===== src/rtl/fetch_sequencer.sv =====
// fetch_sequencer
//   Owns one memory-bus slot per cycle and gives it either to an instruction
//   fetch at the program counter or to a load/store from a later pipeline
//   stage. It applies jump redirects and stops fetching once halted. Its
//   registered status outputs describe what is on mem_data this cycle, which
//   is the result of the slot issued in the previous cycle.
//
// Ports
//   clock, reset        : clock, asynchronous active-high reset
//   halting             : enter HALTED at this edge
//   jump, jump_address  : one-cycle redirect, target word-aligned
//   data_req/data_write : later stage claims the slot (store when data_write=1)
//   data_address        : load/store address, passed through unchanged
//   data_wr_value       : store data
//   mem_address/mem_read/mem_write/mem_wr_data : combinational bus drive
//   block_fetch         : registered, mem_data is not a valid instruction
//   data_ack            : registered, mem_data holds last cycle's load result
//   fetch_pc            : registered, address of the instruction on mem_data
module fetch_sequencer #(
    parameter logic [31:0] RESET_PC = 32'h00000000
) (
    input  logic        clock,
    input  logic        reset,
    input  logic        halting,
    input  logic        jump,
    input  logic [31:0] jump_address,
    input  logic        data_req,
    input  logic        data_write,
    input  logic [31:0] data_address,
    input  logic [31:0] data_wr_value,
    output logic [31:0] mem_address,
    output logic        mem_read,
    output logic        mem_write,
    output logic [31:0] mem_wr_data,
    output logic        block_fetch,
    output logic        data_ack,
    output logic [31:0] fetch_pc
);

    typedef enum logic {
        RUN    = 1'b0,
        HALTED = 1'b1
    } state_t;

    state_t      state_reg;
    logic [31:0] pc_reg;
    logic        block_fetch_reg;
    logic        data_ack_reg;
    logic [31:0] fetch_pc_reg;

    logic        running;
    logic        data_slot;
    logic [31:0] jump_target;

    assign running     = (state_reg == RUN);
    assign data_slot   = running && data_req;
    assign jump_target = jump_address & 32'hFFFF_FFFC;

    // Bus drive: data slot, fetch slot, or idle (halted, address parked on pc).
    always_comb begin
        mem_address = pc_reg;
        mem_read    = 1'b0;
        mem_write   = 1'b0;
        if (data_slot) begin
            mem_address = data_address;
            mem_read    = !data_write;
            mem_write   = data_write;
        end else if (running) begin
            mem_read    = 1'b1;
        end
    end

    assign mem_wr_data = data_wr_value;
    assign block_fetch = block_fetch_reg;
    assign data_ack    = data_ack_reg;
    assign fetch_pc    = fetch_pc_reg;

    always_ff @(posedge clock or posedge reset) begin
        if (reset) begin
            state_reg       <= RUN;
            pc_reg          <= RESET_PC;
            block_fetch_reg <= 1'b1;
            data_ack_reg    <= 1'b0;
            fetch_pc_reg    <= RESET_PC;
        end else if (running) begin
            // A jump overrides the increment; a data slot holds the pc.
            if (jump) begin
                pc_reg <= jump_target;
            end else if (!data_req) begin
                pc_reg <= pc_reg + 32'd4;
            end

            if (!data_req) begin
                fetch_pc_reg <= pc_reg;
            end

            if (halting) begin
                // The halting cycle's slot still issues, but from the next
                // cycle on nothing is reported as valid.
                state_reg       <= HALTED;
                block_fetch_reg <= 1'b1;
                data_ack_reg    <= 1'b0;
            end else begin
                // A fetch issued alongside a jump is wrong-path: squash it.
                block_fetch_reg <= data_req || jump;
                data_ack_reg    <= data_req && !data_write;
            end
        end else begin
            block_fetch_reg <= 1'b1;
            data_ack_reg    <= 1'b0;
        end
    end

endmodule


===== config.mk =====
export PLATFORM = sky130hd
export DESIGN_NAME = fetch_sequencer
export DESIGN_NICKNAME = d
export VERILOG_FILES = /design/src/rtl/fetch_sequencer.sv
export SDC_FILE = /design/constraint.sdc
export NUM_CORES = 1
export LEC_CHECK = 0
export BUFFER_PORTS_ARGS = -buffer_cell sky130_fd_sc_hd__buf_2
export CORE_UTILIZATION = 26
export CTS_CLUSTER_SIZE = 20
export DETAILED_ROUTE_END_ITERATION = 6
export PLACE_DENSITY_LB_ADDON = 0.25
export SLEW_MARGIN = 20
export SYNTH_ARGS = -nofsm -noshare
export SYNTH_HDL_FRONTEND = slang
export SYNTH_SLANG_ARGS = --single-unit

===== constraint.sdc =====
create_clock -name clock -period 1.8 [get_ports clock]
set_clock_uncertainty 0.05 [all_clocks]
set_input_delay 0 -clock clock [delete_from_list [all_inputs] [get_ports clock]]
set_output_delay 0 -clock clock [all_outputs]
set_load 0.05 [all_outputs]

After elaboration in Yosys (flattened, before gate mapping)
Cells that the tools add are included.
{"block": "op_classes", "n_addsub": 1, "n_eq_ne": 1, "n_mux": 12, "n_bitwise": 2, "reduce_logical": 6}
{"op": "32-bit 2-to-1 mux", "n": 3}
{"op": "32-bit by 3-bit adder with 32-bit output (second input constant)", "n": 1}
{"op": "1-bit 2-to-1 mux", "n": 9}
{"op": "2-bit AND reduction", "n": 2}
{"op": "1-bit logical AND", "n": 2}
{"op": "2-bit inequality test (second input constant)", "n": 1}
{"op": "1-bit NOT", "n": 2}
{"op": "1-bit zero test", "n": 1}
{"op": "1-bit logical OR", "n": 1}
{"block": "totals", "regBits": 67, "input_bits": 102, "out_inout_bits": 100}

Longest topological paths before layout
{"block": "depth", "word_depth": 4, "depth_mapped": 7}

Worst setup path after synthesis
Ideal clock, no wire load.
{"block": "synth_path", "path_type": "reg2reg", "from": "register pc_reg[2]", "to": "register pc_reg[30]", "t_arrival_ns": 1.716, "setup_slack_ns": -0.099, "path_stages_with_launch": 6, "n_path_buf": 0, "path_cell_list": "dfrtp_1 ha_1 nand4_2 or4_4 o41ai_2 nand3_1"}
{"block": "synth_via", "elab_chain_len": 3}
{"element": "start: declaration", "line_no": "46", "text": "logic [31:0] pc_reg;"}
{"element": "start signal: assignment", "line_no": "88", "text": "pc_reg <= jump_target;"}
{"element": "start signal: assignment", "line_no": "90", "text": "pc_reg <= pc_reg + 32'd4;"}
{"element": "32-bit by 3-bit adder with 32-bit output", "line_no": "90"}
{"element": "32-bit 2-to-1 mux", "line_no": "89", "text": "end else if (!data_req) begin"}
{"element": "32-bit 2-to-1 mux", "line_no": "87", "text": "if (jump) begin"}
No other way between the ends. The select of a mux whose other input is x is not followed.
A chain may end at the register's enable or synchronous reset.

Worst setup path after layout
{"block": "layout_path", "from": "register pc_reg[3]", "to": "register pc_reg[16]"}
Same word-level chain as after synthesis.

==> results.cfg <==
[synth]
dominantRegCellSynth = sky130_fd_sc_hd__dfrtp_1
yosys_register_bits = 63
synth_edf_count = 0
syn-instance-count = 432
synth_sequential_area_ratio_pct = 38.1
synth.avg_cell_area_um2 = 9.58
synth_warnings = 0
ys_types = 61
synthesis.area_um2 = 4140
asyncSetResetFlopFracSynth_pct = 100

[power]
power_density_nw_per_um2 = 811
worst_supply_voltage_drop_on_vdd_uv = 466
net-switching-power_mw = 1.60
post-layout-total-power_mw = 4.93
p_sw_share_pct = 32.5
combinationalPowerShare_pct = 26.3
power_report.internal_total_mw = 3.32
clkPwrFrac_pct = 40.4
seq_power_share_pct = 33.3
total_leakage_power_nw = 2.74

[route]
ant_nets = 0
avgViaCountPerCell = 4.92
average_wire_per_standard_cell_um = 16.4
drt_iter0_markers = 208
drc_errors = 0
detail_route.wirelength_mm = 13.6
via_count_of_the_routed_design = 4096
dr.pass1.iters = 4

[sta]
finalCritPeriodShare_pct = 99.2
final.min_clock_period_ns = 1.79
number_of_endpoints_failing_setup_at_the_final_stage = 0
clock.fmax_mhz = 560
timing.slew.headroom_pct = 59.4
layout_setup_ws_ns = 0.0136
final-max-slew-violation-count = 0
final_hold_viol_count = 0
worst_slew_pin_slew_ns = 0.609
rsz0062_at_grt = true

[grt]
global_route.usage.total_pct = 17.2
grt_pass1_vias = 3989
grt_pass1_wl_mm = 21.7
overflow = 0
grt_start_max_net_pins = 58
grt_antenna_before_repair = 0

[cts]
cts_made_buffers = 9
worst_skew_pair.late_latency_ns = 0.34
cts_root_buf = sky130_fd_sc_hd__clkbuf_16
cts_tree = done
clock_path_buffers = 2
clk_pin_slew_ns = 0.05
cts_max_level = 3
tritoncts_num_sinks = 63

[final_layout]
final.fill_count = 1501
final_layout_size_suffix_gt1_share_pct = 46.6
layout.cell_area.non_filler_um2 = 6080
n_antenna_cell = 0
design.final.nets = 720
area_growth_pct = 46.9

[outcome]
run_status = complete, no violations

[place]
globalplace.congestion = 0.912
placement.io_buffers = 133
place_hpwl_mm = 9.96
post_dp_cell_area_um2 = 5130
dp_worst_setup_slack_ns = -0.0558

[critical_path]
worst-r2r-setup-slack_ns = 0.01
cp-start-kind = flip-flop
max_stage_delay_ns = 0.57
cp_top_family = simple AND/OR/NAND/NOR gates
critical_path.reg2reg.startpoint = pc_reg[3]$_DFFE_PP0P_
crit_fanout = 5
worst-endpoint-arrival_ns = 1.96
path_cells = ha_4 -> nand4_2 -> or4_4 -> o22a_1 -> o22a_1
timing.critical_path.slowest_stage_cell = sky130_fd_sc_hd__or4_4
timing_worst_setup_path_type = flip-flop to flip-flop
worst_r2r_endpoint = pc_reg[16]$_DFFE_PP0P_
r2r_cells = 5
worstPathBufferInverterCount = 0
critPathMostFrequentCell = sky130_fd_sc_hd__o22a_1
worstSetupEndpointType = flip-flop
worst_ep_required_time_ns = 1.97

[floorplanning]
placementRows = 45
ioPinCount = 202
design.core.area_um2 = 15400
floorplan.die_area_um2 = 16400
starting_density_of_the_core_pct = 26.9
die_y_um = 128
fp.dieW_um = 128

[hold_path]
holdPathStages = 4
worstHoldEndpoint = pc_reg[17]$_DFFE_PP0P_
min_path_type = primary input to flip-flop
holdCritStartpoint = jump_address[17]

[job]
drv.max_cap_violation_count = 0
-- cell usage after synthesis, types with 5 or more instances --
library cell,number,share of area (%)
sky130_fd_sc_hd__a21oi_1,17,2.1
sky130_fd_sc_hd__nor3_1,16,1.9
sky130_fd_sc_hd__and2_1,6,0.91
sky130_fd_sc_hd__buf_4,36,6.5
sky130_fd_sc_hd__o2bb2ai_1,6,1.3
sky130_fd_sc_hd__buf_2,14,1.7
sky130_fd_sc_hd__nor4_1,9,1.4
sky130_fd_sc_hd__clkbuf_1,15,1.4
sky130_fd_sc_hd__dfrtp_1,62,38
sky130_fd_sc_hd__o21ai_0,23,2.8
sky130_fd_sc_hd__and4_1,5,1.1
sky130_fd_sc_hd__nand2_1,20,1.8
sky130_fd_sc_hd__nand4_1,17,2.6
sky130_fd_sc_hd__mux2_2,55,15
sky130_fd_sc_hd__nor2_1,22,2.0
sky130_fd_sc_hd__nand3_1,16,1.9
sky130_fd_sc_hd__a22oi_1,7,1.3
sky130_fd_sc_hd__or3_1,5,0.76
sky130_fd_sc_hd__buf_1,5,0.45
sky130_fd_sc_hd__inv_1,8,0.73
-- how the worst max path moves through the flow --
| stage | start | to | slack (ns) | cells after the start |
|---|---|---|---|---|
| 6_report | pc_reg[3]$_DFFE_PP0P_ | pc_reg[16]$_DFFE_PP0P_ | 0.01 | 5 |
| 5_1_grt | pc_reg[3]$_DFFE_PP0P_ | pc_reg[16]$_DFFE_PP0P_ | -0.06 | 5 |
| 4_1_cts | pc_reg[3]$_DFFE_PP0P_ | pc_reg[16]$_DFFE_PP0P_ | 0.002 | 5 |
| 3_5_place_dp | pc_reg[3]$_DFFE_PP0P_ | pc_reg[30]$_DFFE_PP0P_ | -0.06 | 5 |
| 3_3_place_gp | pc_reg[3]$_DFFE_PP0P_ | pc_reg[30]$_DFFE_PP0P_ | -0.05 | 5 |
| 2_1_floorplan | state_reg$_DFF_PP0_ | mem_address[12] | -0.08 | 4 |
-- power groups by stage --
stage          Clock [mW]  Combinational, mW  Sequential (mW)
2_1_floorplan           0              0.747             1.82
3_3_place_gp            0               1.06             1.66
3_5_place_dp            0               1.07             1.66
4_1_cts              2.04               1.30             1.64
5_1_grt              2.11               1.38             1.66
6_report             1.99               1.29             1.64
-- routing by layer --
layer | track usage [%] | vias to the layer above | wire (um)
met5 | 0 | - | 0
met4 | 4.15 | 0 | 126
met3 | 4.34 | 8 | 825
met2 | 29.1 | 168 | 6770
met1 | 21.8 | 1973 | 5930
li1 | - | 1947 | -
-- kinds of logic after synthesis --
logic type	after synthesis	share of synthesized area, %
AOI/OAI and AO/OA	86	14.2
adders and majority gates	1	0.302
buffers and inverters	79	10.9
DFF	63	38.1
muxes	56	15.2
other	1	0.0907
and+or+nand+nor	146	21.2
-- worst min-delay path: stages --
cell and delay [ns]:
sky130_fd_sc_hd__buf_2 0.09, sky130_fd_sc_hd__nor3_1 0.04, sky130_fd_sc_hd__a21oi_1 0.10, sky130_fd_sc_hd__o31a_1 0.14
-- repair_timing --
item	CTS	global route
pin swaps	1	2
gates cloned	0	0
resized for setup	1	9
buffers inserted	1	2
setup endpoints to repair	27	12
hold buffers	54	0
endpoints found under the hold margin	115	0
-- placed cells by master (no fill, tap or decap), drive strengths merged, types with 4 or more instances in the layout --
master and n:
a211oi 4, a21oi 17, a22oi 7, and2 6
and4 5, buf 190, clkbuf 14, dfrtp 62
dlygate4sd3 54, inv 8, mux2 55, nand2 21
nand2b 4, nand3 16, nand4 20, nor2 22
nor3 17, nor3b 4, nor4 12, o21ai 23
o2bb2ai 6, or3 5
-- area by class of cell --
class	instances	area, um2	area share (%)
clock buffers	14	284	4.67
clock inverters	2	60.1	0.988
inverters	8	30.0	0.494
multi-input cells	291	2170	35.7
flip-flops and latches	63	1580	26.1
well taps	211	264	4.35
repair buffers	244	1680	27.7
-- per-stage QoR --
step	std cells	setup TNS, ns	utilization (%)	hold slack [ns]
after floorplan	433	-0.386	-	0.0157
after global placement	760	-0.0455	33.4	-0.0497
after detailed placement	760	-0.0558	33.4	-0.0497
after CTS	831	0	39.2	0.0121
after global routing	833	-0.171	39.5	0.0219
final	833	0	39.5	0.0220
Power figures use the tool's default switching activity.
